$ cat src/rtl/m_wb_uart_pkg.sv
// Shared definitions for the Wishbone UART: register word offsets, STATUS bit
// positions, default divisor and FSM state encodings.
package m_wb_uart_pkg;

    localparam logic [1:0] ADR_DATA   = 2'd0;
    localparam logic [1:0] ADR_STATUS = 2'd1;
    localparam logic [1:0] ADR_DIV    = 2'd2;
    localparam logic [1:0] ADR_RSVD   = 2'd3;

    localparam int ST_TXBUSY  = 0;
    localparam int ST_RXVALID = 1;
    localparam int ST_OVERRUN = 2;
    localparam int ST_FERR    = 3;

    localparam int UART_DIVISOR_DEFAULT = 104;

    typedef enum logic [1:0] {TX_IDLE, TX_START, TX_DATA, TX_STOP} tx_state_e;
    typedef enum logic [1:0] {RX_IDLE, RX_START, RX_DATA, RX_STOP} rx_state_e;

endpackage

$ cat src/rtl/m_uart_baudcnt.sv
// Down-counter pacing one bit period; tick_o marks count 0 and the counter
// reloads from div_i there, so a changed divisor takes effect at the next bit.
module m_uart_baudcnt #(
    parameter int DIVWIDTH = 16
) (
    input  logic                clk_i,
    input  logic                rst_ni,
    input  logic                load_i,
    input  logic [DIVWIDTH-1:0] load_val_i,
    input  logic [DIVWIDTH-1:0] div_i,
    output logic                tick_o
);

    logic [DIVWIDTH-1:0] cnt_q, cnt_d;

    assign tick_o = (cnt_q == '0);

    always_comb begin
        cnt_d = cnt_q - DIVWIDTH'(1);
        if (load_i) begin
            cnt_d = load_val_i;
        end else if (tick_o) begin
            cnt_d = div_i - DIVWIDTH'(1);
        end
    end

    always_ff @(posedge clk_i or negedge rst_ni) begin
        if (!rst_ni) begin
            cnt_q <= '0;
        end else begin
            cnt_q <= cnt_d;
        end
    end

endmodule

$ cat src/rtl/m_wb_uart.sv
// Wishbone-classic responder with an 8N1 UART (TX + RX) for midgetv: DATA,
// STATUS and DIV registers replace bit-banging of usartTX / sampling of usartRX.
module m_wb_uart
    import m_wb_uart_pkg::*;
#(
    parameter int DIVISOR_DEFAULT = UART_DIVISOR_DEFAULT,
    parameter int DIVWIDTH        = 16
) (
    input  logic        CLK_I,
    input  logic        RSTn_I,
    input  logic        CYC_I,
    input  logic        STB_I,
    input  logic        WE_I,
    input  logic [1:0]  ADR_I,
    input  logic [31:0] DAT_I,
    output logic [31:0] DAT_O,
    output logic        ACK_O,
    input  logic        usartRX,
    output logic        usartTX
);

    logic                ack_q, ack_d;
    logic [31:0]         dat_q, dat_d, rdata;
    logic [DIVWIDTH-1:0] div_q, div_d, div_eff;
    logic                access, data_wr, data_rd, status_wr, div_wr;
    logic                unused_dat;

    tx_state_e           tx_state_q, tx_state_d;
    logic [7:0]          tx_shift_q, tx_shift_d;
    logic [2:0]          tx_bit_q, tx_bit_d;
    logic                tx_q, tx_d, tx_load, tx_tick, txbusy;

    rx_state_e           rx_state_q, rx_state_d;
    logic                rx_s1_q, rx_s2_q, rx_prev_q;
    logic [7:0]          rx_shift_q, rx_shift_d, rxbyte_q, rxbyte_d;
    logic [2:0]          rx_bit_q, rx_bit_d;
    logic                rxvalid_q, rxvalid_d, overrun_q, overrun_d, ferr_q, ferr_d;
    logic                rx_load, rx_tick, rx_done;

    assign unused_dat = ^DAT_I[31:DIVWIDTH];

    assign access    = CYC_I & STB_I & ~ack_q;
    assign data_wr   = access &  WE_I & (ADR_I == ADR_DATA);
    assign data_rd   = access & ~WE_I & (ADR_I == ADR_DATA);
    assign status_wr = access &  WE_I & (ADR_I == ADR_STATUS);
    assign div_wr    = access &  WE_I & (ADR_I == ADR_DIV);

    // Divisors below 2 would leave no room for a half-bit start wait.
    assign div_eff = (div_q < DIVWIDTH'(2)) ? DIVWIDTH'(2) : div_q;
    assign txbusy  = (tx_state_q != TX_IDLE);

    always_comb begin
        rdata = '0;
        case (ADR_I)
            ADR_DATA:   rdata[7:0]          = rxbyte_q;
            ADR_STATUS: rdata[3:0]          = {ferr_q, overrun_q, rxvalid_q, txbusy};
            ADR_DIV:    rdata[DIVWIDTH-1:0] = div_q;
            default:    rdata = '0;
        endcase
    end

    assign ack_d = access;
    assign dat_d = (access & ~WE_I) ? rdata : '0;
    assign div_d = div_wr ? DAT_I[DIVWIDTH-1:0] : div_q;

    m_uart_baudcnt #(.DIVWIDTH(DIVWIDTH)) u_tx_baud (
        .clk_i      (CLK_I),
        .rst_ni     (RSTn_I),
        .load_i     (tx_load),
        .load_val_i (div_eff - DIVWIDTH'(1)),
        .div_i      (div_eff),
        .tick_o     (tx_tick)
    );

    always_comb begin
        tx_state_d = tx_state_q;
        tx_shift_d = tx_shift_q;
        tx_bit_d   = tx_bit_q;
        tx_d       = tx_q;
        tx_load    = 1'b0;
        case (tx_state_q)
            TX_IDLE: begin
                if (data_wr) begin
                    tx_load    = 1'b1;
                    tx_shift_d = DAT_I[7:0];
                    tx_d       = 1'b0;
                    tx_state_d = TX_START;
                end
            end
            TX_START: begin
                if (tx_tick) begin
                    tx_d       = tx_shift_q[0];
                    tx_shift_d = {1'b1, tx_shift_q[7:1]};
                    tx_bit_d   = 3'd0;
                    tx_state_d = TX_DATA;
                end
            end
            TX_DATA: begin
                if (tx_tick) begin
                    if (tx_bit_q == 3'd7) begin
                        tx_d       = 1'b1;
                        tx_state_d = TX_STOP;
                    end else begin
                        tx_d       = tx_shift_q[0];
                        tx_shift_d = {1'b1, tx_shift_q[7:1]};
                        tx_bit_d   = tx_bit_q + 3'd1;
                    end
                end
            end
            TX_STOP: begin
                if (tx_tick) tx_state_d = TX_IDLE;
            end
            default: tx_state_d = TX_IDLE;
        endcase
    end

    // RX start wait is half a bit so later samples land mid-bit.
    m_uart_baudcnt #(.DIVWIDTH(DIVWIDTH)) u_rx_baud (
        .clk_i      (CLK_I),
        .rst_ni     (RSTn_I),
        .load_i     (rx_load),
        .load_val_i ((div_eff >> 1) - DIVWIDTH'(1)),
        .div_i      (div_eff),
        .tick_o     (rx_tick)
    );

    always_comb begin
        rx_state_d = rx_state_q;
        rx_shift_d = rx_shift_q;
        rx_bit_d   = rx_bit_q;
        rx_load    = 1'b0;
        rx_done    = 1'b0;
        case (rx_state_q)
            RX_IDLE: begin
                if (rx_prev_q && !rx_s2_q) begin
                    rx_load    = 1'b1;
                    rx_state_d = RX_START;
                end
            end
            RX_START: begin
                if (rx_tick) begin
                    rx_bit_d   = 3'd0;
                    rx_state_d = rx_s2_q ? RX_IDLE : RX_DATA;
                end
            end
            RX_DATA: begin
                if (rx_tick) begin
                    rx_shift_d = {rx_s2_q, rx_shift_q[7:1]};
                    rx_bit_d   = rx_bit_q + 3'd1;
                    if (rx_bit_q == 3'd7) rx_state_d = RX_STOP;
                end
            end
            RX_STOP: begin
                if (rx_tick) begin
                    rx_done    = 1'b1;
                    rx_state_d = RX_IDLE;
                end
            end
            default: rx_state_d = RX_IDLE;
        endcase
    end

    // A read coinciding with completion returns the old byte and keeps rxvalid set.
    always_comb begin
        rxbyte_d  = rxbyte_q;
        rxvalid_d = rxvalid_q;
        overrun_d = overrun_q;
        ferr_d    = ferr_q;
        if (data_rd) rxvalid_d = 1'b0;
        if (status_wr) begin
            if (DAT_I[ST_OVERRUN]) overrun_d = 1'b0;
            if (DAT_I[ST_FERR])    ferr_d    = 1'b0;
        end
        if (rx_done) begin
            if (!rx_s2_q) ferr_d = 1'b1;
            if (rxvalid_q && !data_rd) begin
                overrun_d = 1'b1;
            end else begin
                rxbyte_d  = rx_shift_q;
                rxvalid_d = 1'b1;
            end
        end
    end

    always_ff @(posedge CLK_I or negedge RSTn_I) begin
        if (!RSTn_I) begin
            ack_q      <= 1'b0;
            dat_q      <= '0;
            div_q      <= DIVWIDTH'(DIVISOR_DEFAULT);
            tx_state_q <= TX_IDLE;
            tx_shift_q <= '0;
            tx_bit_q   <= '0;
            tx_q       <= 1'b1;
            rx_s1_q    <= 1'b1;
            rx_s2_q    <= 1'b1;
            rx_prev_q  <= 1'b1;
            rx_state_q <= RX_IDLE;
            rx_shift_q <= '0;
            rx_bit_q   <= '0;
            rxbyte_q   <= '0;
            rxvalid_q  <= 1'b0;
            overrun_q  <= 1'b0;
            ferr_q     <= 1'b0;
        end else begin
            ack_q      <= ack_d;
            dat_q      <= dat_d;
            div_q      <= div_d;
            tx_state_q <= tx_state_d;
            tx_shift_q <= tx_shift_d;
            tx_bit_q   <= tx_bit_d;
            tx_q       <= tx_d;
            rx_s1_q    <= usartRX;
            rx_s2_q    <= rx_s1_q;
            rx_prev_q  <= rx_s2_q;
            rx_state_q <= rx_state_d;
            rx_shift_q <= rx_shift_d;
            rx_bit_q   <= rx_bit_d;
            rxbyte_q   <= rxbyte_d;
            rxvalid_q  <= rxvalid_d;
            overrun_q  <= overrun_d;
            ferr_q     <= ferr_d;
        end
    end

    assign ACK_O   = ack_q;
    assign DAT_O   = dat_q;
    assign usartTX = tx_q;

endmodule

$ cat config.mk
export PLATFORM = sky130hd
export DESIGN_NAME = m_wb_uart
export DESIGN_NICKNAME = d
export VERILOG_FILES = /design/src/rtl/m_wb_uart_pkg.sv /design/src/rtl/m_uart_baudcnt.sv /design/src/rtl/m_wb_uart.sv
export SDC_FILE = /design/constraint.sdc
export NUM_CORES = 1
export LEC_CHECK = 0
export CAP_MARGIN = 30
export CORE_UTILIZATION = 40
export CTS_BUF_LIST = sky130_fd_sc_hd__clkbuf_8
export CTS_CLUSTER_SIZE = 8
export DETAILED_ROUTE_END_ITERATION = 12
export DONT_BUFFER_PORTS = 1
export HOLD_SLACK_MARGIN = 0.15
export SYNTH_ARGS = -nofsm -noshare
export SYNTH_HDL_FRONTEND = slang
export SYNTH_SLANG_ARGS = --single-unit
$ cat constraint.sdc
create_clock -name CLK_I -period 8.8 [get_ports CLK_I]
set_input_delay 1.32 -clock CLK_I [delete_from_list [all_inputs] [get_ports CLK_I]]
set_output_delay 1.32 -clock CLK_I [all_outputs]
set_load 0.05 [all_outputs]
==> results by group, run 1 <==
Power
  – Net Sw Frac: 37.2%
  – Clock power frac: 22.3%
  – Maximum vdd drop: 0.000124 V
  – Design Power: 1.34 mW
  – Sequential power share: 50.7%
  – Switching power: 0.500 mW
  – Pwr Density: 218 mW/mm²
  – Int Pwr: 0.843 mW
  – Cell leakage power: 2.61 nW
  – Combinational share of power: 27.0%

Min path
  – Hold WC Path Type: reg2reg

Detailed routing
  – DRT iter0 DRCs: 342
  – DR pass1 iterations: 4
  – Wire length per cell: 17.3 µm
  – Vias per cell: 5.53
  – Routed wire length: 12.9 mm
  – Via count: 4112
  – DRC viols: 0
  – Antenna viol nets, final: 0

Cells and area
  – Multi-input gate area: 0.00299 mm²
  – Filler cells: 1370
  – Final cell count without fillers: 744
  – Nets: 614
  – Inserted Diodes: 0
  – Layout cells sized above 1: 15.2%
  – Layout area overhead: 4.85%
  – Area occupied by registers: 0.00266 mm²

STA
  – Fin worst setup slack: 4920 ps
  – Final period util: 44.1%
  – Setup_tns: 0 ps
  – Final Hold Viols: 0
  – Worst Max-Slew Pin Slew: 1030 ps
  – Pins Over Slew Limit: 0
  – Slew headroom: 31.1%
  – Setup Viol. Count Final: 0
  – Fmax: 258 MHz
  – Final worst clock skew: 8.28 ps
  – Tmin final: 3880 ps
  – RSZ-0062 raised after global routing: false

Logic synthesis
  – Most used DFF post-synth: dfrtp_1
  – Cell variety after synth: 58
  – Number of flops mapped to enable cells by yosys: 0
  – Synth top area share: 42.1%
  – Mean Syn Cell Area: 10.2 µm²
  – Most numerous cell in the Yosys netlist: dfrtp_1
  – Seq cells post-synth: 106
  – Top cells by area, synth: dfrtp_1 (42%), mux2_2 (8.6%), xnor2_1 (4.5%)
  – Mapped Area: 0.00588 mm²
  – Post-synth ARST share: 100%
  – Yosys Warn Count: 0
  – Top post-synthesis cells by count: dfrtp_1 (99), nor2_1 (50), mux2_2 (45)
  – Post-synthesis cell count: 574
  – Post-synth top area cell: dfrtp_1
  – Share of the yosys chip area belonging to registers: 45.3%

Clock network
  – Resize count post-CTS: 0
  – Post-CTS setup repair buffer count: 0
  – Hold-fix buffers, CTS: 0
  – CTS tree: built
  – Clock root buffer: clkbuf_8
  – Clock transition at path regs: 110 ps
  – CTS Buf Count: 9
  – Clk sinks: 106
  – H-tree depth: 3
  – Clk_lat worst skew: 380 ps
  – CTS max path bufs: 2

Floorplan
  – Core area: 0.0141 mm²
  – Chip width: 123 µm
  – Row count: 43
  – Height of the die: 123 µm
  – Die footprint: 0.0152 mm²
  – Initial Util: 41.7%
  – Top Ports: 74

GRT
  – First-pass GRT wire length: 21.4 mm
  – Largest net degree at the start of global routing: 107
  – Vias in the first global route: 4090
  – GR Util All Layers: 18.6%
  – Grt total ovfl: 0
  – Initial antenna violation count: 0

Place
  – Buffers on Ports: 0
  – Placed insts: 728
  – Post-detail-place hpwl: 9.32 mm
  – Final Wtd Congestion: 0.800
  – Worst slack, placed: 5040 ps

Setup path
  – Startpoint types: flip-flop
  – CP Max Fanout: 11
  – Critical path capture point type: flip-flop
  – Crit path arrival time: 4170 ps
  – Worst setup path category: reg2reg
  – Reg2reg setup slack: 4920 ps
  – Req. time, crit path: 9090 ps

Run status
  – Status: finished, final reports clean

Run
  – Max Cap Violations: 0
[state kept, by name, summed over array words and instances, names as in the netlist, 2 cells and up, named ones only]
name / cells
DAT_O: 16
div_q: 16
u_rx_baud.cnt_q: 16
u_tx_baud.cnt_q: 16
rx_shift_q: 8
rxbyte_q: 8
tx_shift_q: 8
rx_bit_q: 3
tx_bit_q: 3
tx_state_q: 2
[final cells by class]
cell class              instances  area share [%]
flip-flops and latches        106            43.2
clock inverters                 6           0.954
multi-input cells             421            48.5
inverters                      17            1.04
well taps                     180            3.65
clock buffers                  10            2.23
repair buffers                  4           0.487
[worst max-delay path, cell delays in order, from the launching register on]
cell	delay, ps
dfrtp_1	500
nor3_1	870
nand4_1	230
nand2_1	210
ha_1	220
nor4b_1	760
nand4_1	210
xnor2_1	450
nor3_1	100
a211oi_1	230
[power by group through the flow]
stage	registers, mW	clock network (mW)	logic [mW]
2_1_floorplan	0.637	0	0.321
5_1_grt	0.695	0.329	0.406
6_report	0.681	0.300	0.363
3_5_place_dp	0.688	0	0.359
3_3_place_gp	0.684	0	0.357
4_1_cts	0.679	0.313	0.362
[worst paths after layout]
| check | startpoint | end | cells after the start |
|---|---|---|---|
| worst max-delay path | div_q[7]$_DFFE_PN0P_ | u_rx_baud.cnt_q[14]$_DFF_PN0_ | 9 |
| worst min-delay path | rx_s1_q$_DFF_PN1_ | rx_s2_q$_DFF_PN1_ | 0 |
| worst max register to register | div_q[7]$_DFFE_PN0P_ | u_rx_baud.cnt_q[14]$_DFF_PN0_ | 9 |
| worst min register to register | rx_s1_q$_DFF_PN1_ | rx_s2_q$_DFF_PN1_ | 0 |
| max in group asynchronous | RSTn_I | usartTX$_DFFE_PN1P_ | 0 |
| min in group asynchronous | RSTn_I | rx_bit_q[1]$_DFFE_PN0P_ | 0 |
[cells by family (layout without fill, tap and decap cells)]
| group | after synthesis | count (layout) | synth area share (%) |
|---|---|---|---|
| AO/OA/AOI/OAI | 85 | 85 | 9.51 |
| flip-flops | 106 | 106 | 45.3 |
| adder cells (fa/ha/maj) | 15 | 15 | 3.19 |
| multiplexers | 71 | 71 | 13.0 |
| other | 1 | 16 | 0.0638 |
| buffers and inverters | 62 | 37 | 5.04 |
| AND/OR/NAND/NOR | 188 | 188 | 17.0 |
| XOR/XNOR | 46 | 46 | 6.85 |
[routing by layer]
layer,share of wire [%],up-vias,track usage (%)
met4,2.4,0,6.17
li1,-,1977,-
met1,48,2040,25.2
met3,3.8,18,4.61
met2,46,77,29.2
met5,0,-,0
[cell usage in the layout, fill, tap and decap left out, types with 3 or more instances in the layout]
cell      synthesis  final
a22oi_1           4      4
a22o_1            4      4
nor2_1           50     50
o311ai_0          4      4
nand3_1          12     12
inv_1            17     17
xnor2_1          30     30
buf_4            17      4
a21oi_1          22     21
xor2_1           16     16
nor4_1           12     12
nand4_1           7      7
nand4b_1          3      3
mux2_2           45     45
conb_1            1     16
nor4_2            3      3
nor4b_1           4      3
ha_1             15     15
nand2_1          38     38
nor3b_1           5      5
o31ai_1           4      4
or3_1             4      4
nor3_1           16     16
mux2i_1          26     26
nand2b_1          9      9
o31a_1            4      4
o21ai_0          25     25
or4_1             3      3
clkbuf_8          0     10
and2_1            6      6
dfrtp_1          99     99
dfstp_2           7      7
[per-stage QoR]
stage	hold slack [ps]	cell area [µm²]	utilization, %
3_3_place_gp	348	5970	42.3
4_1_cts	366	6160	43.7
5_1_grt	372	6160	43.7
3_5_place_dp	349	5970	42.3
6_report	363	6160	43.7
2_1_floorplan	345	5940	-
Note: power is estimated with default switching activity, not from simulation.
==> inputs of run 2 (changes only) <==
clock period = 3.7 ns   (was 8.8 ns; I/O delays follow)
==> run 2 against run 1 <==
First-iteration DRC count down 20%. Non-clock buffer count up 9. Maximum frequency up 27%. Clock-buffer cell count unchanged. Sequential power up 140%. Critical path type unchanged. Highest routed layer unchanged.
==> results by group, run 2 (synthesized netlist as in run 1, its figures left out) <==
Power
  – Switching power: 1.21 mW (was 0.500 mW)
  – Maximum vdd drop: 0.000407 V (was 0.000124 V)
  – Pwr Density: 517 mW/mm² (was 218 mW/mm²)
  – Sequential power share: 50.0% (was 50.7%)
  – Net Sw Frac: 37.6% (was 37.2%)
  – Clock power frac: 21.6% (was 22.3%)
  – Cell leakage power: 2.66 nW (was 2.61 nW)
  – Combinational share of power: 28.4% (was 27.0%)
  – Int Pwr: 2.02 mW (was 0.843 mW)

Floorplan
  – Top Ports: 74 (unchanged)
  – Chip width: 123 µm (unchanged)
  – Core area: 0.0141 mm² (unchanged)
  – Die footprint: 0.0152 mm² (unchanged)
  – Height of the die: 123 µm (unchanged)
  – Initial Util: 41.7% (unchanged)
  – Row count: 43 (unchanged)

Detailed routing
  – Via count: 4175 (was 4112)
  – Antenna viol nets, final: 0 (unchanged)
  – Wire length per cell: 17.6 µm (was 17.3 µm)
  – DRT iter0 DRCs: 272 (was 342)
  – Routed wire length: 13.2 mm (was 12.9 mm)
  – DR pass1 iterations: 4 (unchanged)
  – Vias per cell: 5.54 (was 5.53)
  – DRC viols: 0 (unchanged)

Setup path
  – Crit path cell chain: nor4_2 -> buf_4 -> nand4_1 -> nor2b_1 -> ha_1 -> nand2_1 -> a41oi_1 -> nor2_1 -> xnor2_1 -> a211oi_1 (was nor3_1 -> nand4_1 -> nand2_1 -> ha_1 -> nor4b_1 -> nand4_1 -> xnor2_1 -> nor3_1 -> a211oi_1)
  – Reg2reg setup slack: 650 ps (was 4920 ps)
  – CP max stage delay: 680 ps (was 870 ps)
  – Critical path capture point type: flip-flop (unchanged)
  – Startpoint types: flip-flop (unchanged)
  – Worst setup path category: reg2reg (unchanged)
  – CP max-delay cell: dfstp_2 (was nor3_1)
  – Crit path arrival time: 3320 ps (was 4170 ps)
  – Req. time, crit path: 3970 ps (was 9090 ps)
  – R2R depth: 10 (was 9)
  – RR Endpoint: u_rx_baud.cnt_q[15]$_DFF_PN0_ (was u_rx_baud.cnt_q[14]$_DFF_PN0_)
  – CP Max Fanout: 11 (unchanged)
  – Worst r2r src: div_q[3]$_DFFE_PN1P_ (was div_q[7]$_DFFE_PN0P_)

STA
  – Final worst clock skew: 6.57 ps (was 8.28 ps)
  – Tmin final: 3050 ps (was 3880 ps)
  – RSZ-0062 raised after global routing: false (unchanged)
  – Final Hold Viols: 0 (unchanged)
  – Worst Max-Slew Pin Slew: 687 ps (was 1030 ps)
  – Slew headroom: 53.6% (was 31.1%)
  – Pins Over Slew Limit: 0 (unchanged)
  – Setup Viol. Count Final: 0 (unchanged)
  – Final period util: 82.6% (was 44.1%)
  – Fmax: 327 MHz (was 258 MHz)
  – Setup_tns: 0 ps (unchanged)

GRT
  – First-pass GRT wire length: 22.1 mm (was 21.4 mm)
  – Vias in the first global route: 4256 (was 4090)
  – Initial antenna violation count: 0 (unchanged)
  – Largest net degree at the start of global routing: 107 (unchanged)
  – GR Util All Layers: 19.3% (was 18.6%)
  – Grt total ovfl: 0 (unchanged)

Run
  – Max Cap Violations: 0 (unchanged)

Run status
  – Status: finished, final reports clean (unchanged)

Cells and area
  – Filler cells: 1364 (was 1370)
  – Layout cells sized above 1: 16.2% (was 15.2%)
  – Multi-input gate area: 0.00299 mm² (unchanged)
  – Layout area overhead: 6.41% (was 4.85%)
  – Area occupied by registers: 0.00266 mm² (unchanged)
  – Commonest cells after routing, fill and taps aside: dfrtp_1 (99), nor2_1 (50), mux2_2 (45) (unchanged)
  – Inserted Diodes: 0 (unchanged)
  – Commonest non-fill, non-tap cell in the layout: dfrtp_1 (unchanged)
  – Nets: 623 (was 614)
  – Cell area after layout: 0.00626 mm² (was 0.00616 mm²)

Clock network
  – CTS max path bufs: 2 (unchanged)
  – Clk_lat worst skew: 400 ps (was 380 ps)
  – Clock root buffer: clkbuf_8 (unchanged)
  – H-tree depth: 3 (unchanged)
  – Clock transition at path regs: 110 ps (about the same)
  – CTS Buf Count: 9 (unchanged)
  – Resize count post-CTS: 0 (unchanged)
  – CTS tree: built (unchanged)
  – Clk sinks: 106 (unchanged)

Place
  – Post-DP Area: 0.00602 mm² (was 0.00597 mm²)
  – Final Wtd Congestion: 0.871 (was 0.800)
  – Post-detail-place hpwl: 9.65 mm (was 9.32 mm)
  – Buffers on Ports: 0 (unchanged)

Min path
  – Hold EP: ACK_O$_DFF_PN0_ (was rx_s2_q$_DFF_PN1_)
  – Hold WC Path Type: in2reg (was reg2reg)
  – Hold_sp: STB_I (was rx_s1_q$_DFF_PN1_)
  – Worst hold path cell count: 2 (was 0)
run 2: cell types whose count changed in the layout (fill, tap and decap cells not counted):
cell           delta
buf_4             +5
clkinvlp_4        +2
dlygate4sd3_1     +2
buf_16            +1
buf_8             +1
clkinv_2          -1
clkinv_4          +1
clkinv_8          -1
inv_8             -1
run 2: worst max-delay path: cells and delay by family, from the launching register on:
family | cells | cell delay, ps
xor gates and xnor gates | 1 | 470
adders and majority gates | 1 | 230
and+or+nand+nor | 5 | 660
buffers and inverters | 1 | 170
AOI/OAI and AO/OA | 2 | 710
DFF | 1 | 680
run 2: timing repair:
| action | 4_1_cts | 5_1_grt |
|---|---|---|
| hold buffers | 3 | 0 |
| buffers inserted | 0 | 0 |
| hold endpoints to repair | 107 | 0 |
run 2: worst max path at each step:
| stage | start | end | cells after the start |
|---|---|---|---|
| after floorplan | div_q[7]$_DFFE_PN0P_ | u_tx_baud.cnt_q[11]$_DFF_PN0_ | 11 |
| after global placement | div_q[5]$_DFFE_PN1P_ | u_tx_baud.cnt_q[15]$_DFF_PN0_ | 10 |
| after global routing | div_q[3]$_DFFE_PN1P_ | u_tx_baud.cnt_q[11]$_DFF_PN0_ | 10 |
| after detailed placement | div_q[3]$_DFFE_PN1P_ | u_tx_baud.cnt_q[11]$_DFF_PN0_ | 10 |
| after CTS | div_q[5]$_DFFE_PN1P_ | u_tx_baud.cnt_q[11]$_DFF_PN0_ | 10 |
| final | div_q[3]$_DFFE_PN1P_ | u_rx_baud.cnt_q[15]$_DFF_PN0_ | 10 |
run 2: power groups by stage:
| stage | clock network [mW] | logic [mW] | registers (mW) |
|---|---|---|---|
| 6_report | 0.697 | 0.919 | 1.62 |
| 5_1_grt | 0.763 | 1.03 | 1.65 |
| 4_1_cts | 0.721 | 0.918 | 1.61 |
| 3_5_place_dp | 0 | 0.882 | 1.64 |
| 3_3_place_gp | 0 | 0.862 | 1.63 |
| 2_1_floorplan | 0 | 0.762 | 1.51 |
run 2: routing by layer:
layer	vias up	part of all wire [%]	GRT usage, %	wire, µm
li1	1991	-	-	-
met1	2089	46	25.1	6100
met2	76	48	30.7	6300
met3	19	4.1	5.12	545
met4	0	2.1	6.78	283
met5	-	0	0	0
run 2: per-stage QoR:
step / util, % / std cells / worst slack (ps) / total power [mW] / hold WS [ps]
after global routing: 44.4 / 753 / 371 / 3.44 / 250
final: 44.4 / 753 / 645 / 3.23 / 263
after floorplan: - / 589 / 807 / 2.28 / 259
after global placement: 42.6 / 733 / 751 / 2.49 / 265
after CTS: 44.4 / 753 / 648 / 3.25 / 246
after detailed placement: 42.7 / 734 / 674 / 2.52 / 265
run 2: area by class of cell:
cell class,count,share of cell area (%)
multi-input cells,421,47.8
flip-flops and latches,106,42.5
well taps,180,3.60
clock buffers,10,2.20
repair buffers,13,2.08
inverters,17,1.02
clock inverters,6,0.800
==> inputs of run 3 (changes only) <==
clock period = 2.76 ns   (was 3.7 ns; I/O delays follow)
==> run 3 against run 2 <==
The flow now finishes with violations (hold timing). Critical path depth did not move. Die area did not move. Via count rose by 3.6%. Combinational power rose by 61%. Power rose by 41%. Non-clock buffer count rose by 42.
==> results by group, run 3 (synthesized netlist as in run 1, its figures left out) <==
Run status
  – Status: finished, violations left (was finished, final reports clean)
  – Failing checks: hold timing

Floorplan
  – Core area: 0.0141 mm² (unchanged)
  – Die footprint: 0.0152 mm² (unchanged)
  – Height of the die: 123 µm (unchanged)
  – Row count: 43 (unchanged)
  – Initial Util: 41.7% (unchanged)
  – Chip width: 123 µm (unchanged)
  – Top Ports: 74 (unchanged)

STA
  – Setup Viol. Count Final: 0 (unchanged)
  – Final worst clock skew: 13.7 ps (was 6.57 ps)
  – Setup_tns: 0 ps (unchanged)
  – Final period util: 94.8% (was 82.6%)
  – Final hold slack: -306 ps (was 263 ps)
  – Pins Over Slew Limit: 0 (unchanged)
  – Tmin final: 2620 ps (was 3050 ps)
  – Worst Max-Slew Pin Slew: 672 ps (was 687 ps)
  – RSZ-0062 raised after global routing: false (unchanged)
  – Slew headroom: 54.6% (was 53.6%)
  – Fmax: 382 MHz (was 327 MHz)
  – Final Hold Viols: 106 (was 0)

Cells and area
  – Commonest non-fill, non-tap cell in the layout: dfrtp_1 (unchanged)
  – Nets: 665 (was 623)
  – Final cell count without fillers: 795 (was 753)
  – Commonest cells after routing, fill and taps aside: dfrtp_1 (99), nor2_1 (50), mux2_2 (45) (unchanged)
  – Inserted Diodes: 0 (unchanged)
  – Layout cells sized above 1: 20.5% (was 16.2%)
  – Layout area overhead: 13.3% (was 6.41%)
  – Filler cells: 1358 (was 1364)

GRT
  – GR Util All Layers: 19.3% (about the same)
  – First-pass GRT wire length: 22.1 mm (about the same)
  – Initial antenna violation count: 0 (unchanged)
  – Vias in the first global route: 4287 (was 4256)
  – Largest net degree at the start of global routing: 107 (unchanged)
  – Grt total ovfl: 0 (unchanged)

Clock network
  – Clock root buffer: clkbuf_8 (unchanged)
  – CTS tree: built (unchanged)
  – Clock transition at path regs: 120 ps (was 110 ps)
  – CTS Buf Count: 9 (unchanged)
  – Clk_lat worst skew: 400 ps (about the same)
  – Clk sinks: 106 (unchanged)
  – CTS max path bufs: 2 (unchanged)
  – H-tree depth: 3 (unchanged)

Power
  – Pwr Density: 682 mW/mm² (was 517 mW/mm²)
  – Maximum vdd drop: 0.000477 V (was 0.000407 V)
  – Cell leakage power: 2.88 nW (was 2.66 nW)

Place
  – Final Wtd Congestion: 0.834 (was 0.871)
  – Post-detail-place hpwl: 9.70 mm (was 9.65 mm)
  – Placed insts: 761 (was 734)
  – Buffers on Ports: 0 (unchanged)

Detailed routing
  – Via count: 4327 (was 4175)
  – Routed wire length: 13.4 mm (was 13.2 mm)
  – DRC viols: 0 (unchanged)
  – Vias per cell: 5.44 (was 5.54)
  – DRT iter0 DRCs: 326 (was 272)
  – Antenna viol nets, final: 0 (unchanged)
  – DR pass1 iterations: 4 (unchanged)
  – Wire length per cell: 16.8 µm (was 17.6 µm)

Setup path
  – Crit path top cell by count: nand4_1
  – RR Endpoint: u_rx_baud.cnt_q[14]$_DFF_PN0_ (was u_rx_baud.cnt_q[15]$_DFF_PN0_)
  – Critical path capture point type: flip-flop (unchanged)
  – Critical path destination: u_rx_baud.cnt_q[14]$_DFF_PN0_ (was u_rx_baud.cnt_q[15]$_DFF_PN0_)
  – CP Max Fanout: 5 (was 11)
  – Startpoint types: flip-flop (unchanged)
  – Reg2reg setup slack: 140 ps (was 650 ps)
  – R2R depth: 10 (unchanged)
  – Req. time, crit path: 3060 ps (was 3970 ps)
  – CP max stage delay: 410 ps (was 680 ps)
  – Worst Setup SP: div_q[4]$_DFFE_PN0P_ (was div_q[3]$_DFFE_PN1P_)
  – Crit path arrival time: 2910 ps (was 3320 ps)
  – Worst r2r src: div_q[4]$_DFFE_PN0P_ (was div_q[3]$_DFFE_PN1P_)
  – CP max-delay cell: dfrtp_1 (was dfstp_2)
  – Worst setup path category: reg2reg (unchanged)
  – Crit path cell chain: nor4_2 -> nand4_1 -> nand2_1 -> ha_2 -> nor4b_4 -> buf_4 -> nand4_1 -> xnor2_2 -> nor3_1 -> a211oi_1 (was nor4_2 -> buf_4 -> nand4_1 -> nor2b_1 -> ha_1 -> nand2_1 -> a41oi_1 -> nor2_1 -> xnor2_1 -> a211oi_1)

Min path
  – Hold WC Path Type: in2async (was in2reg)

Run
  – Max Cap Violations: 0 (unchanged)
## run 3: cell types whose count changed in the layout (fill, tap and decap cells not counted), sizes merged
cell and delta:
buf +27, clkbuf -1, clkinv +2, clkinvlp -2, dlygate4sd3 +15, inv +1
## run 3: area by class of cell
cell class	instances	area, µm²	area share (%)
Tap cell	180	225	3.38
Multi-Input combinational cell	421	3040	45.6
Sequential cell	106	2660	40.0
Timing Repair Buffer	55	463	6.95
Clock buffer	9	124	1.86
Inverter	17	63.8	0.958
Clock inverter	7	88.8	1.33
## run 3: per-layer routing
| metal | track usage [%] | wire length (µm) | vias up |
|---|---|---|---|
| met2 | 30.3 | 6220 | 112 |
| met4 | 6.10 | 290 | 0 |
| met5 | 0 | 0 | - |
| met1 | 25.9 | 6210 | 2120 |
| met3 | 5.07 | 627 | 21 |
| li1 | - | - | 2074 |
## run 3: repair_timing
item,4_1_cts,5_1_grt
pin swaps,0,3
setup endpoints to repair,2,17
gates resized for setup,1,6
setup buffers,0,1
hold buffers,14,3
hold endpoints to repair,119,109
## run 3: how the worst min path moves through the flow
| stage | endpoint | slack (ps) |
|---|---|---|
| after global routing | rx_bit_q[2]$_DFFE_PN0P_ | -340 |
| after CTS | rx_bit_q[2]$_DFFE_PN0P_ | -330 |
| final | rx_bit_q[2]$_DFFE_PN0P_ | -310 |
| after detailed placement | rx_bit_q[1]$_DFFE_PN0P_ | 120 |
| after floorplan | ACK_O$_DFF_PN0_ | 120 |
| after global placement | rx_bit_q[1]$_DFFE_PN0P_ | 120 |
## run 3: critical path, delay by kind of cell, from the launching register on
kind                       cells  cell delay [ps]
and+or+nand+nor                6             1120
AOI/OAI and AO/OA              1              290
adders and majority gates      1              200
buffers and inverters          1              180
DFF                            1              410
xor gates and xnor gates       1              320
## run 3: report_power, final
group          switching (mW)  internal, mW
registers               0.272          1.80
logic                   0.796         0.682
clock network           0.629         0.368
total                    1.70          2.85
## run 3: per-stage QoR
step,cell area [µm²],hold slack [ps],worst slack (ps),utilization (%),power [mW]
floorplan,5940,118,64.3,-,3.05
global placement,6210,124,-11.4,44.1,3.47
detailed placement,6230,123,-22.7,44.2,3.51
CTS,6590,-326,41.0,46.7,4.55
global route,6660,-337,12.4,47.3,4.84
finish,6660,-306,143,47.3,4.55
